$ cat src/rtl/y86_defs.sv
// Shared Y86-64 definitions: instruction codes, condition ifun codes, ALU op
// codes, the "no register" ID, the reset condition-code value and the
// execute-stage run/halt state type.
package y86_defs;

    // Instruction codes
    localparam logic [3:0] IcHalt  = 4'h0;
    localparam logic [3:0] IcNop   = 4'h1;
    localparam logic [3:0] IcRrmov = 4'h2;  // also cmovXX
    localparam logic [3:0] IcIrmov = 4'h3;
    localparam logic [3:0] IcRmmov = 4'h4;
    localparam logic [3:0] IcMrmov = 4'h5;
    localparam logic [3:0] IcOpq   = 4'h6;
    localparam logic [3:0] IcJxx   = 4'h7;
    localparam logic [3:0] IcCall  = 4'h8;
    localparam logic [3:0] IcRet   = 4'h9;
    localparam logic [3:0] IcPush  = 4'hA;
    localparam logic [3:0] IcPop   = 4'hB;

    // Condition function codes for jXX / cmovXX
    localparam logic [3:0] CondAlways = 4'h0;
    localparam logic [3:0] CondLe     = 4'h1;
    localparam logic [3:0] CondL      = 4'h2;
    localparam logic [3:0] CondE      = 4'h3;
    localparam logic [3:0] CondNe     = 4'h4;
    localparam logic [3:0] CondGe     = 4'h5;
    localparam logic [3:0] CondG      = 4'h6;

    // ALU operation codes
    localparam logic [1:0] AluAdd = 2'b00;
    localparam logic [1:0] AluSub = 2'b01;
    localparam logic [1:0] AluAnd = 2'b10;
    localparam logic [1:0] AluXor = 2'b11;

    localparam logic [3:0] RegNone = 4'hF;

    // {ZF,SF,OF} after reset
    localparam logic [2:0] CcReset = 3'b100;

    typedef enum logic {
        StRun,
        StHalted
    } exec_state_e;

endpackage

$ cat src/rtl/exec_stage_y86_if.sv
// Bus bundle around the execute stage: decode-side request (e_*), ALU
// operand/result path (alu_*) and the E->M pipeline register (m_*).
// Modports: master = surrounding pipeline (decode, ALU, memory stage),
//           slave  = the execute stage itself.
interface exec_stage_y86_if #(
    parameter int unsigned W = 64
);
    logic         e_valid;
    logic         e_ready;
    logic [3:0]   e_icode;
    logic [3:0]   e_ifun;
    logic [W-1:0] e_valA;
    logic [W-1:0] e_valB;
    logic [W-1:0] e_valC;
    logic [3:0]   e_dstE;
    logic [3:0]   e_dstM;

    logic [W-1:0] alu_a;
    logic [W-1:0] alu_b;
    logic [1:0]   alu_op;
    logic [W-1:0] alu_res;
    logic         alu_ovf;
    logic         alu_zero;

    logic         m_valid;
    logic         m_ready;
    logic [3:0]   m_icode;
    logic         m_cnd;
    logic [W-1:0] m_valE;
    logic [W-1:0] m_valA;
    logic [3:0]   m_dstE;
    logic [3:0]   m_dstM;

    modport master (
        output e_valid, e_icode, e_ifun, e_valA, e_valB, e_valC, e_dstE, e_dstM,
        output alu_res, alu_ovf, alu_zero, m_ready,
        input  e_ready, alu_a, alu_b, alu_op,
        input  m_valid, m_icode, m_cnd, m_valE, m_valA, m_dstE, m_dstM
    );

    modport slave (
        input  e_valid, e_icode, e_ifun, e_valA, e_valB, e_valC, e_dstE, e_dstM,
        input  alu_res, alu_ovf, alu_zero, m_ready,
        output e_ready, alu_a, alu_b, alu_op,
        output m_valid, m_icode, m_cnd, m_valE, m_valA, m_dstE, m_dstM
    );
endinterface

$ cat src/rtl/exec_stage_y86_cond_eval.sv
// Combinational jXX/cmovXX condition evaluation.
// Ports: cc   - {ZF,SF,OF}
//        ifun - condition function code
//        cnd  - condition holds (0 for undefined codes)
module cond_eval
    import y86_defs::*;
(
    input  logic [2:0] cc,
    input  logic [3:0] ifun,
    output logic       cnd
);
    logic zf, sf, of;
    assign zf = cc[2];
    assign sf = cc[1];
    assign of = cc[0];

    always_comb begin
        cnd = 1'b0;
        case (ifun)
            CondAlways: cnd = 1'b1;
            CondLe:     cnd = (sf ^ of) | zf;
            CondL:      cnd = sf ^ of;
            CondE:      cnd = zf;
            CondNe:     cnd = ~zf;
            CondGe:     cnd = ~(sf ^ of);
            CondG:      cnd = ~(sf ^ of) & ~zf;
            default:    cnd = 1'b0;
        endcase
    end
endmodule

$ cat src/rtl/exec_stage_y86.sv
// Y86-64 execute stage. Selects ALU operands/operation, owns the condition
// codes, evaluates jXX/cmovXX conditions and registers results into the E->M
// pipeline register with a valid/ready handshake. HALT, unknown icodes and
// OPq with an undefined function stop the stage until reset.
// Ports: clk, reset (synchronous, active-high)
//        m_exc  - (EXC_GATE_EN builds only) suppresses condition-code updates
//        bus    - exec_stage_y86_if slave: e_* request, alu_* path, m_* register
//        cc     - {ZF,SF,OF}
//        halted - stage no longer accepts instructions
// Optional feature macro: EXC_GATE_EN
module exec_stage_y86
    import y86_defs::*;
#(
    parameter int unsigned W          = 64,
    parameter int unsigned STACK_STEP = 8,
    parameter logic [3:0]  RNONE      = RegNone
) (
    input  logic               clk,
    input  logic               reset,
`ifdef EXC_GATE_EN
    input  logic               m_exc,
`endif
    exec_stage_y86_if.slave    bus,
    output logic [2:0]         cc,
    output logic               halted
);
    exec_state_e state_q, state_d;
    logic [2:0]  cc_q;
    logic        m_valid_q;
    logic        fire;
    logic        cond_raw;
    logic        cnd;
    logic        halt_trig;
    logic        cc_upd;
    logic        exc_gate;
    logic [3:0]  icode;
    logic [3:0]  ifun;

    assign icode  = bus.e_icode;
    assign ifun   = bus.e_ifun;
    assign halted = (state_q == StHalted);
    assign cc     = cc_q;

    assign bus.e_ready = !halted && (!m_valid_q || bus.m_ready);
    assign bus.m_valid = m_valid_q;
    assign fire        = bus.e_valid && bus.e_ready;

    // Conditions see the registered cc, never the update in flight.
    cond_eval u_cond_eval (
        .cc   (cc_q),
        .ifun (ifun),
        .cnd  (cond_raw)
    );
    assign cnd = ((icode == IcRrmov) || (icode == IcJxx)) ? cond_raw : 1'b0;

    assign halt_trig = (icode == IcHalt) || (icode > IcPop) ||
                       ((icode == IcOpq) && (ifun > 4'd3));

`ifdef EXC_GATE_EN
    assign exc_gate = m_exc;
`else
    assign exc_gate = 1'b0;
`endif

    // ifun <= 3 already excludes the halting OPq forms.
    assign cc_upd = fire && (icode == IcOpq) && (ifun <= 4'd3) && !exc_gate;

    always_comb begin
        bus.alu_a  = '0;
        bus.alu_b  = '0;
        bus.alu_op = AluAdd;
        case (icode)
            IcOpq: begin
                bus.alu_a  = bus.e_valB;
                bus.alu_b  = bus.e_valA;
                bus.alu_op = ifun[1:0];
            end
            IcRrmov: bus.alu_a = bus.e_valA;
            IcIrmov: bus.alu_a = bus.e_valC;
            IcRmmov, IcMrmov: begin
                bus.alu_a = bus.e_valB;
                bus.alu_b = bus.e_valC;
            end
            IcCall, IcPush: begin
                bus.alu_a  = bus.e_valB;
                bus.alu_b  = W'(STACK_STEP);
                bus.alu_op = AluSub;
            end
            IcRet, IcPop: begin
                bus.alu_a = bus.e_valB;
                bus.alu_b = W'(STACK_STEP);
            end
            default: ;
        endcase
    end

    always_comb begin
        state_d = state_q;
        case (state_q)
            StRun:    if (fire && halt_trig) state_d = StHalted;
            StHalted: state_d = StHalted;
            default:  state_d = StRun;
        endcase
    end

    always_ff @(posedge clk) begin
        if (reset) begin
            state_q     <= StRun;
            cc_q        <= CcReset;
            m_valid_q   <= 1'b0;
            bus.m_icode <= '0;
            bus.m_cnd   <= 1'b0;
            bus.m_valE  <= '0;
            bus.m_valA  <= '0;
            bus.m_dstE  <= RNONE;
            bus.m_dstM  <= RNONE;
        end else begin
            state_q <= state_d;
            if (cc_upd) cc_q <= {bus.alu_zero, bus.alu_res[W-1], bus.alu_ovf};
            if (fire) begin
                m_valid_q   <= 1'b1;
                bus.m_icode <= icode;
                bus.m_cnd   <= cnd;
                bus.m_valE  <= bus.alu_res;
                bus.m_valA  <= bus.e_valA;
                // A failed cmov must not write its destination.
                bus.m_dstE  <= ((icode == IcRrmov) && !cnd) ? RNONE : bus.e_dstE;
                bus.m_dstM  <= bus.e_dstM;
            end else if (bus.m_ready) begin
                m_valid_q <= 1'b0;
            end
        end
    end
endmodule

$ cat src/flat_wrapper.sv
// flat-port wrapper written by rule: the top's interface ports become plain ports
module exec_stage_y86_flat import y86_defs::*;
#(
    parameter int unsigned W          = 64,
    parameter int unsigned STACK_STEP = 8,
    parameter logic [3:0]  RNONE      = RegNone
)
  (clk, reset, cc, halted, bus_e_valid, bus_e_icode, bus_e_ifun, bus_e_valA, bus_e_valB, bus_e_valC, bus_e_dstE, bus_e_dstM, bus_alu_res, bus_alu_ovf, bus_alu_zero, bus_m_ready, bus_e_ready, bus_alu_a, bus_alu_b, bus_alu_op, bus_m_valid, bus_m_icode, bus_m_cnd, bus_m_valE, bus_m_valA, bus_m_dstE, bus_m_dstM);
  exec_stage_y86_if #(.W(W)) bus_i ();
  input  logic clk;
  input  logic reset;
  output logic [2:0] cc;
  output logic halted;
  input wire logic [$bits(bus_i.e_valid)-1:0] bus_e_valid;
  input wire logic [$bits(bus_i.e_icode)-1:0] bus_e_icode;
  input wire logic [$bits(bus_i.e_ifun)-1:0] bus_e_ifun;
  input wire logic [$bits(bus_i.e_valA)-1:0] bus_e_valA;
  input wire logic [$bits(bus_i.e_valB)-1:0] bus_e_valB;
  input wire logic [$bits(bus_i.e_valC)-1:0] bus_e_valC;
  input wire logic [$bits(bus_i.e_dstE)-1:0] bus_e_dstE;
  input wire logic [$bits(bus_i.e_dstM)-1:0] bus_e_dstM;
  input wire logic [$bits(bus_i.alu_res)-1:0] bus_alu_res;
  input wire logic [$bits(bus_i.alu_ovf)-1:0] bus_alu_ovf;
  input wire logic [$bits(bus_i.alu_zero)-1:0] bus_alu_zero;
  input wire logic [$bits(bus_i.m_ready)-1:0] bus_m_ready;
  output wire logic [$bits(bus_i.e_ready)-1:0] bus_e_ready;
  output wire logic [$bits(bus_i.alu_a)-1:0] bus_alu_a;
  output wire logic [$bits(bus_i.alu_b)-1:0] bus_alu_b;
  output wire logic [$bits(bus_i.alu_op)-1:0] bus_alu_op;
  output wire logic [$bits(bus_i.m_valid)-1:0] bus_m_valid;
  output wire logic [$bits(bus_i.m_icode)-1:0] bus_m_icode;
  output wire logic [$bits(bus_i.m_cnd)-1:0] bus_m_cnd;
  output wire logic [$bits(bus_i.m_valE)-1:0] bus_m_valE;
  output wire logic [$bits(bus_i.m_valA)-1:0] bus_m_valA;
  output wire logic [$bits(bus_i.m_dstE)-1:0] bus_m_dstE;
  output wire logic [$bits(bus_i.m_dstM)-1:0] bus_m_dstM;
  assign bus_i.e_valid = bus_e_valid;
  assign bus_i.e_icode = bus_e_icode;
  assign bus_i.e_ifun = bus_e_ifun;
  assign bus_i.e_valA = bus_e_valA;
  assign bus_i.e_valB = bus_e_valB;
  assign bus_i.e_valC = bus_e_valC;
  assign bus_i.e_dstE = bus_e_dstE;
  assign bus_i.e_dstM = bus_e_dstM;
  assign bus_i.alu_res = bus_alu_res;
  assign bus_i.alu_ovf = bus_alu_ovf;
  assign bus_i.alu_zero = bus_alu_zero;
  assign bus_i.m_ready = bus_m_ready;
  assign bus_e_ready = bus_i.e_ready;
  assign bus_alu_a = bus_i.alu_a;
  assign bus_alu_b = bus_i.alu_b;
  assign bus_alu_op = bus_i.alu_op;
  assign bus_m_valid = bus_i.m_valid;
  assign bus_m_icode = bus_i.m_icode;
  assign bus_m_cnd = bus_i.m_cnd;
  assign bus_m_valE = bus_i.m_valE;
  assign bus_m_valA = bus_i.m_valA;
  assign bus_m_dstE = bus_i.m_dstE;
  assign bus_m_dstM = bus_i.m_dstM;
  exec_stage_y86 #(.W(W), .STACK_STEP(STACK_STEP), .RNONE(RNONE)) u_core (.clk(clk), .reset(reset), .bus(bus_i), .cc(cc), .halted(halted));
endmodule
$ cat config.mk
export PLATFORM = sky130hd
export DESIGN_NAME = exec_stage_y86_flat
export DESIGN_NICKNAME = d
export VERILOG_FILES = /design/src/rtl/y86_defs.sv /design/src/rtl/exec_stage_y86_if.sv /design/src/rtl/exec_stage_y86_cond_eval.sv /design/src/rtl/exec_stage_y86.sv /design/src/flat_wrapper.sv
export SDC_FILE = /design/constraint.sdc
export NUM_CORES = 1
export LEC_CHECK = 0
export CAP_MARGIN = 40
export CORE_AREA = 2 2 214 216
export CTS_CLUSTER_SIZE = 10
export DETAILED_ROUTE_END_ITERATION = 10
export DIE_AREA = 0 0 216 218
export GPL_TIMING_DRIVEN = 0
export PLACE_DENSITY = 0.55
export SETUP_SLACK_MARGIN = 0.3
export SLEW_MARGIN = 25
export SYNTH_ARGS = -nofsm -noshare
export SYNTH_HDL_FRONTEND = slang
export SYNTH_SLANG_ARGS = --single-unit
$ cat constraint.sdc
create_clock -name clk -period 4.5 [get_ports clk]
set_input_delay 0.675 -clock clk [delete_from_list [all_inputs] [get_ports clk]]
set_output_delay 0.675 -clock clk [all_outputs]
set_load 0.05 [all_outputs]
==> run summary, run 1 <==
outcome = completed
setup TNS = 0 ns
max-slew violations = 0
Worst Hold Class = reg -> reg
Core Area = 44890 sq um
antenna violations before repair = 0
die area = 47090 sq um
Max FO, Critical Path = 10
global-route wire length before repair = 62.03 mm
dpl ws = -0.1746 ns
Placer Congestion = 0.8964
mapped cell area = 6908 sq um
Arrival @ worst endpoint = 3.43 ns
Avg Inst Size Synth = 7.701 sq um
ys async rst share = 0%
vias per std cell = 4.447
most used cell, CP = clkdlybuf4s50_1
WL/cell = 21.02 um
Synth Instances = 897
starting density of the core = 15.39%
post-synthesis net count = 1175
Pleak = 6.037 nW
Root Buffer = clkbuf_16
Num CTS Buffers = 17
Req. time, crit path = 3.83 ns
Pwr Density = 334.4 nW/um^2
CTS tree = done
period utilization = 91.31%
Synth Register Bits = 146
Final Power = 4.703 mW
Max-cap violations = 0
port bufs = 553
DRT Wirelength = 44.00 mm
vias in the first global route = 9471
clk buf depth = 2
Net count, final = 1757
fmax = 0.2434 GHz
DRT iter0 DRCs = 828
xor/xnor share of the synthesized area = 0.2536%
Peak VDD IR = 0.2087 mV
largest cells by area after synthesis = dfxtp_1 42%, nand2_1 15%, a21oi_1 10%, a222oi_1 9.3%, a22o_1 8.0%
Clock Skews = 0.006749 ns
Clock transition at path regs = 0.07 ns
CP max stage delay = 0.71 ns
mux cell area share after synthesis = 0.1449%
RSZ-0062 raised after global routing = false
Synth top area share = 42.31%
largest net degree at the start of global routing = 17
clock latency on the worst-skew pair = 0.45 ns
Final Hold Violating Endpoints = 0
post-route antenna net violation count = 0
setup violators final = 0
DP Wirelength = 35.04 mm
Site Rows = 78
GRT Total Usage = 18.07%
synthesized-area fraction occupied by and/or/nand/nor cells = 18.47%
Slew HR = 48.66%
Post-Layout Inst Area = 14060 sq um
main combinational cell family by area after synthesis = compound AO/OA/AOI/OAI gates
slowest CP cell = clkdlybuf4s50_1
CP endpoint kind = output port
ys flop type = dfxtp_1
Sink Count = 146
Top delay family on crit path = buffers and inverters
die width = 216 um
global route overflow = 0
CP Cell Sequence = clkdlybuf4s50_1 > nand2b_1 > o21ai_4 > buf_12 > buf_4 > buf_2 > a222oi_1 > inv_1 > clkdlybuf4s50_1
area grow syn2layout = 103.6%
Yosys top cell by area = dfxtp_1
first-pass detailed-route iteration total = 9
CP Buf/Inv Count = 6
H-tree depth = 4
Synth cell types = 41
Adder-Cell Fraction of Synth Area = 0%
Seq/Total Area, Yosys = 42.31%
vias = 9307
critical path type = in -> out
# IOs = 555
Setup WS post-layout = 0.3911 ns
DRC viols = 0
DP Area = 13220 sq um
Post-synth EDFFs = 0
Compound-Gate Fraction of Synth Area = 29.60%
final critical-path required period = 4.109 ns
slew of the pin with the lowest slew margin = 0.7701 ns
Worst setup SP type = primary input
share of cells above drive strength 1 = 7.172%
Die Ht = 218 um
Synth Warn # = 0
-- cell usage after synthesis, types with 2 or more instances --
| cell type | n |
|---|---|
| and2_1 | 3 |
| and3_1 | 2 |
| a21oi_1 | 138 |
| nand2_1 | 272 |
| o21ai_0 | 3 |
| buf_2 | 53 |
| a222oi_1 | 64 |
| or2_2 | 4 |
| nor2_1 | 7 |
| inv_1 | 68 |
| o32ai_1 | 4 |
| nand3_1 | 5 |
| nand4_1 | 3 |
| a221o_1 | 2 |
| xor2_1 | 2 |
| nand2b_1 | 3 |
| clkbuf_1 | 28 |
| a22o_1 | 63 |
| dfxtp_1 | 146 |
| a31oi_1 | 5 |
| o41ai_1 | 2 |
-- kinds of logic after synthesis --
| group | Yosys count |
|---|---|
| muxes | 1 |
| DFF | 146 |
| xor gates and xnor gates | 2 |
| buffers and inverters | 151 |
| AOI/OAI and AO/OA | 286 |
| and+or+nand+nor | 311 |
-- per-layer routing --
metal	up-vias	track usage, %	routed length [um]
li1	4352	-	-
met2	498	32.03	21650
met5	-	0	0
met3	74	4.338	3242
met4	0	7.785	1538
met1	4383	20.68	17570
-- area by class of cell --
| cell class | instances | area (sq um) |
|---|---|---|
| diodes | 1 | 2.502 |
| plain buffers | 82 | 386.6 |
| clock buffers | 18 | 429.2 |
| clock inverters | 14 | 229.0 |
| fillers | 4851 | 30830 |
| inverters | 69 | 259.0 |
| multi-input cells | 600 | 3369 |
| flip-flops and latches | 146 | 2923 |
| well taps | 600 | 750.7 |
| repair buffers | 563 | 5714 |
-- stage by stage --
stage	utilization, %	instances	hold WS (ns)
floorplan	-	897	0.6718
global placement	29.39	2050	0.4414
detailed placement	29.44	2050	0.4466
CTS	31.16	2092	0.4551
global route	31.32	2092	0.4726
finish	31.33	2093	0.4538
-- final timing paths --
check | start | to | slack [ns] | depth (start not counted)
setup reg to reg | u_core.bus.m_valid | u_core.bus.m_valE[30] | 2.52 | 7
setup / recovery | bus_e_icode[3] | bus_alu_a[44] | 0.39 | 9
hold / removal | u_core.bus.m_valE[32] | u_core.bus.m_valE[32] | 0.45 | 2
hold reg to reg | u_core.bus.m_valE[32] | u_core.bus.m_valE[32] | 0.45 | 2
-- power breakdown --
part	switching [mW]	internal, mW
registers	0.0461	1.38
logic	1.03	0.614
clock network	0.639	0.995
total	1.71	2.99
-- sequential cells by signal, summed over array words and instances, names as in the netlist --
register,count
u_core.bus.m_cnd,1
u_core.bus.m_dstE,4
u_core.bus.m_dstM,4
u_core.bus.m_icode,4
u_core.bus.m_valA,64
u_core.bus.m_valE,64
u_core.bus.m_valid,1
u_core.cc,3
u_core.halted,1
-- worst register-to-register path, cell delays in order (launching register included) --
cell and delay, ns:
dfxtp_1 0.32, nand2b_1 0.16, and3_1 0.17, buf_2 0.32, buf_2 0.33, buf_2 0.31, nand2_1 0.17, a21oi_1 0.14
-- layout by cell type (no fill, tap or decap), types with 3 or more instances in the layout --
master and n:
clkdlybuf4s50_1 509, clkinv_4 4, nor2_1 6, nand2_1 272, nand2b_1 3, inv_1 68, clkbuf_16 17, dlymetal6s2s_1 29
clkbuf_1 28, a31oi_1 5, o32ai_1 4, buf_12 4, a22o_1 63, dlygate4sd2_1 15, a21oi_1 138, or2_2 4
and2_1 3, o21ai_0 3, dfxtp_1 146, buf_4 10, nand3_1 5, bufinv_16 5, buf_2 50, a222oi_1 64
nand4_1 3
-- what timing repair did --
item	4_1_cts	5_1_grt
resized for setup	18	29
buffers inserted	10	0
hold buffers	0	0
endpoints found under the setup margin	122	29
pin swaps	3	0
Note: power is estimated with default switching activity, not from simulation.
==> run 2, diff against run 1 <==
--- a/config.mk
+++ b/config.mk
@@ -13,7 +13,7 @@
 export GPL_TIMING_DRIVEN = 0
 export PLACE_DENSITY = 0.55
 export SETUP_SLACK_MARGIN = 0.3
-export SLEW_MARGIN = 25
+export SLEW_MARGIN = 20
 export SYNTH_ARGS = -nofsm -noshare
 export SYNTH_HDL_FRONTEND = slang
 export SYNTH_SLANG_ARGS = --single-unit
==> run 2 against run 1 <==
  * Clock-buffer cell count unchanged
  * Register-to-register slack about the same
  * Routed wire length is 0.35% higher
  * Clock power down 12%
  * Design area is 0.31% lower
  * Sequential share of layout area is 0.065 points higher
  * Critical path depth decreased by 2
  * Flip-flop and latch count unchanged
  * Combinational power about the same
  * Largest power group unchanged
==> run summary, run 2 (same netlist as run 1, synthesis figures left out) <==
Placer Congestion = 0.8964
DP Wirelength = 35.18 mm
dpl cells = 2052
global route overflow = 0
fillers = 4815
final critical-path required period = 4.122 ns
commonest non-fill, non-tap cells in the layout = 463 x clkdlybuf4s50_1, 272 x nand2_1, 146 x dfxtp_1
Largest regs = u_core.bus.m_valA (64), u_core.bus.m_valE (64)
clock latency on the worst-skew pair = 0.45 ns
dpl ws = -0.1194 ns
Sink Count = 146
Die Ht = 218 um
Max-cap violations = 0
FF-to-FF Start = u_core.bus.m_valid
fmax = 0.2426 GHz
largest net degree at the start of global routing = 17
H-tree depth = 4
Arrival @ worst endpoint = 3.45 ns
Clock Skews = 0.008067 ns
vias in the first global route = 9262
Max FO, Critical Path = 10
Req. time, crit path = 3.83 ns
Slew HR = 46.32%
global-route wire length before repair = 61.53 mm
DRT iter0 DRCs = 693
most used cell, CP = clkdlybuf4s50_1
RSZ-0062 raised after global routing = false
critical path type = in -> out
max-slew violations = 0
crit path from = bus_e_icode[3]
CP endpoint kind = output port
WHS = 0.4528 ns
area grow syn2layout = 103.0%
worst r2r path cells = 6
setup violators final = 0
Final Power = 4.496 mW
die width = 216 um
Setup WS post-layout = 0.3777 ns
clk buf depth = 2
Clock transition at path regs = 0.06 ns
CTS tree = done
Pleak = 6.493 nW
antenna violations before repair = 1
# IOs = 555
Worst setup SP type = primary input
WL/cell = 21.11 um
post-route antenna net violation count = 0
hold_buf cts = 0
DRC viols = 0
CP max stage delay = 0.86 ns
slew of the pin with the lowest slew margin = 0.8052 ns
commonest non-fill, non-tap cell in the layout = clkdlybuf4s50_1
die area = 47090 sq um
Peak VDD IR = 0.2175 mV
Min-Delay Startpoint = u_core.bus.m_valA[35]
vias per std cell = 4.442
period utilization = 91.61%
Root Buffer = clkbuf_16
CP Cell Sequence = clkdlybuf4s50_1 > nand2b_1 > o21ai_4 > buf_2 > a222oi_1 > inv_1 > clkdlybuf4s50_1
Final Hold Violating Endpoints = 0
share of cells above drive strength 1 = 7.052%
slowest CP cell = clkdlybuf4s50_1
FF+latch area = 2923 sq um
area occupied by multi-input gates = 3369 sq um
Net count, final = 1755
Worst Hold Class = reg -> reg
Site Rows = 78
port bufs = 553
starting density of the core = 15.39%
first-pass detailed-route iteration total = 8
Num CTS Buffers = 17
outcome = completed
vias = 9288
Pwr Density = 320.7 nW/um^2
Core Area = 44890 sq um
GRT Total Usage = 17.96%
Post-Layout Cell Count = 2091
DRT Wirelength = 44.15 mm
cell count of the worst hold path = 2
[run 2: cell types whose count changed in the layout (fill, tap and decap cells not counted), sizes merged]
| cell | previous run | this run |
|---|---|---|
| buf | 64 | 62 |
| bufinv | 5 | 2 |
| clkdlybuf4s50 | 509 | 463 |
| clkinv | 5 | 6 |
| clkinvlp | 1 | 3 |
| diode | 1 | 2 |
| dlygate4sd2 | 15 | 28 |
| dlymetal6s2s | 29 | 62 |
| inv | 72 | 71 |
[run 2: path summary, 6_finish.rpt]
path	slack (ns)	endpoint
setup reg to reg	2.52	u_core.bus.m_valE[63]
hold / removal	0.45	u_core.bus.m_valA[35]
setup / recovery	0.38	bus_alu_a[22]
hold reg to reg	0.45	u_core.bus.m_valA[35]
[run 2: cell type report]
class	count	share of cell area (%)
antenna	2	0.03570
inverter	69	1.847
clock inverter	13	0.9549
timing repair buffer	561	41.05
buffer	82	2.740
clock buffer	18	3.133
tap	600	5.355
sequential	146	20.85
multi-input combinational	600	24.03
[run 2: critical path: cells and delay by family]
family | cells | cell delay (ns)
simple gates | 1 | 0.33
buf+inv | 4 | 1.83
compound gates | 2 | 0.59
[run 2: where the power goes]
part | internal [mW] | switching, mW
clock network | 0.825 | 0.614
logic | 0.601 | 1.03
registers | 1.38 | 0.0461
total | 2.81 | 1.69
[run 2: stage by stage]
stage	cell area, sq um	utilization [%]	TNS (ns)
6_report	14020	31.23	0
5_1_grt	14020	31.22	0
4_1_cts	13860	30.87	0
3_5_place_dp	13240	29.49	-0.2173
3_3_place_gp	13190	29.39	-47.68
2_1_floorplan	6908	-	0
[run 2: metal layers]
| metal | wire [um] | up-vias | GRT usage, % | share of wire [%] |
|---|---|---|---|---|
| met3 | 3121 | 55 | 4.519 | 7.1 |
| met4 | 1510 | 0 | 7.694 | 3.4 |
| met5 | 0 | - | 0 | 0 |
| met1 | 17730 | 4423 | 20.30 | 40 |
| met2 | 21790 | 470 | 32.03 | 49 |
| li1 | - | 4340 | - | - |
[run 2: what timing repair did]
item / CTS / global route
endpoints found under the setup margin: 100 / 67
hold endpoints to repair: 0 / 0
pin swaps: 2 / 0
buffers inserted: 6 / 0
resized for setup: 31 / 64
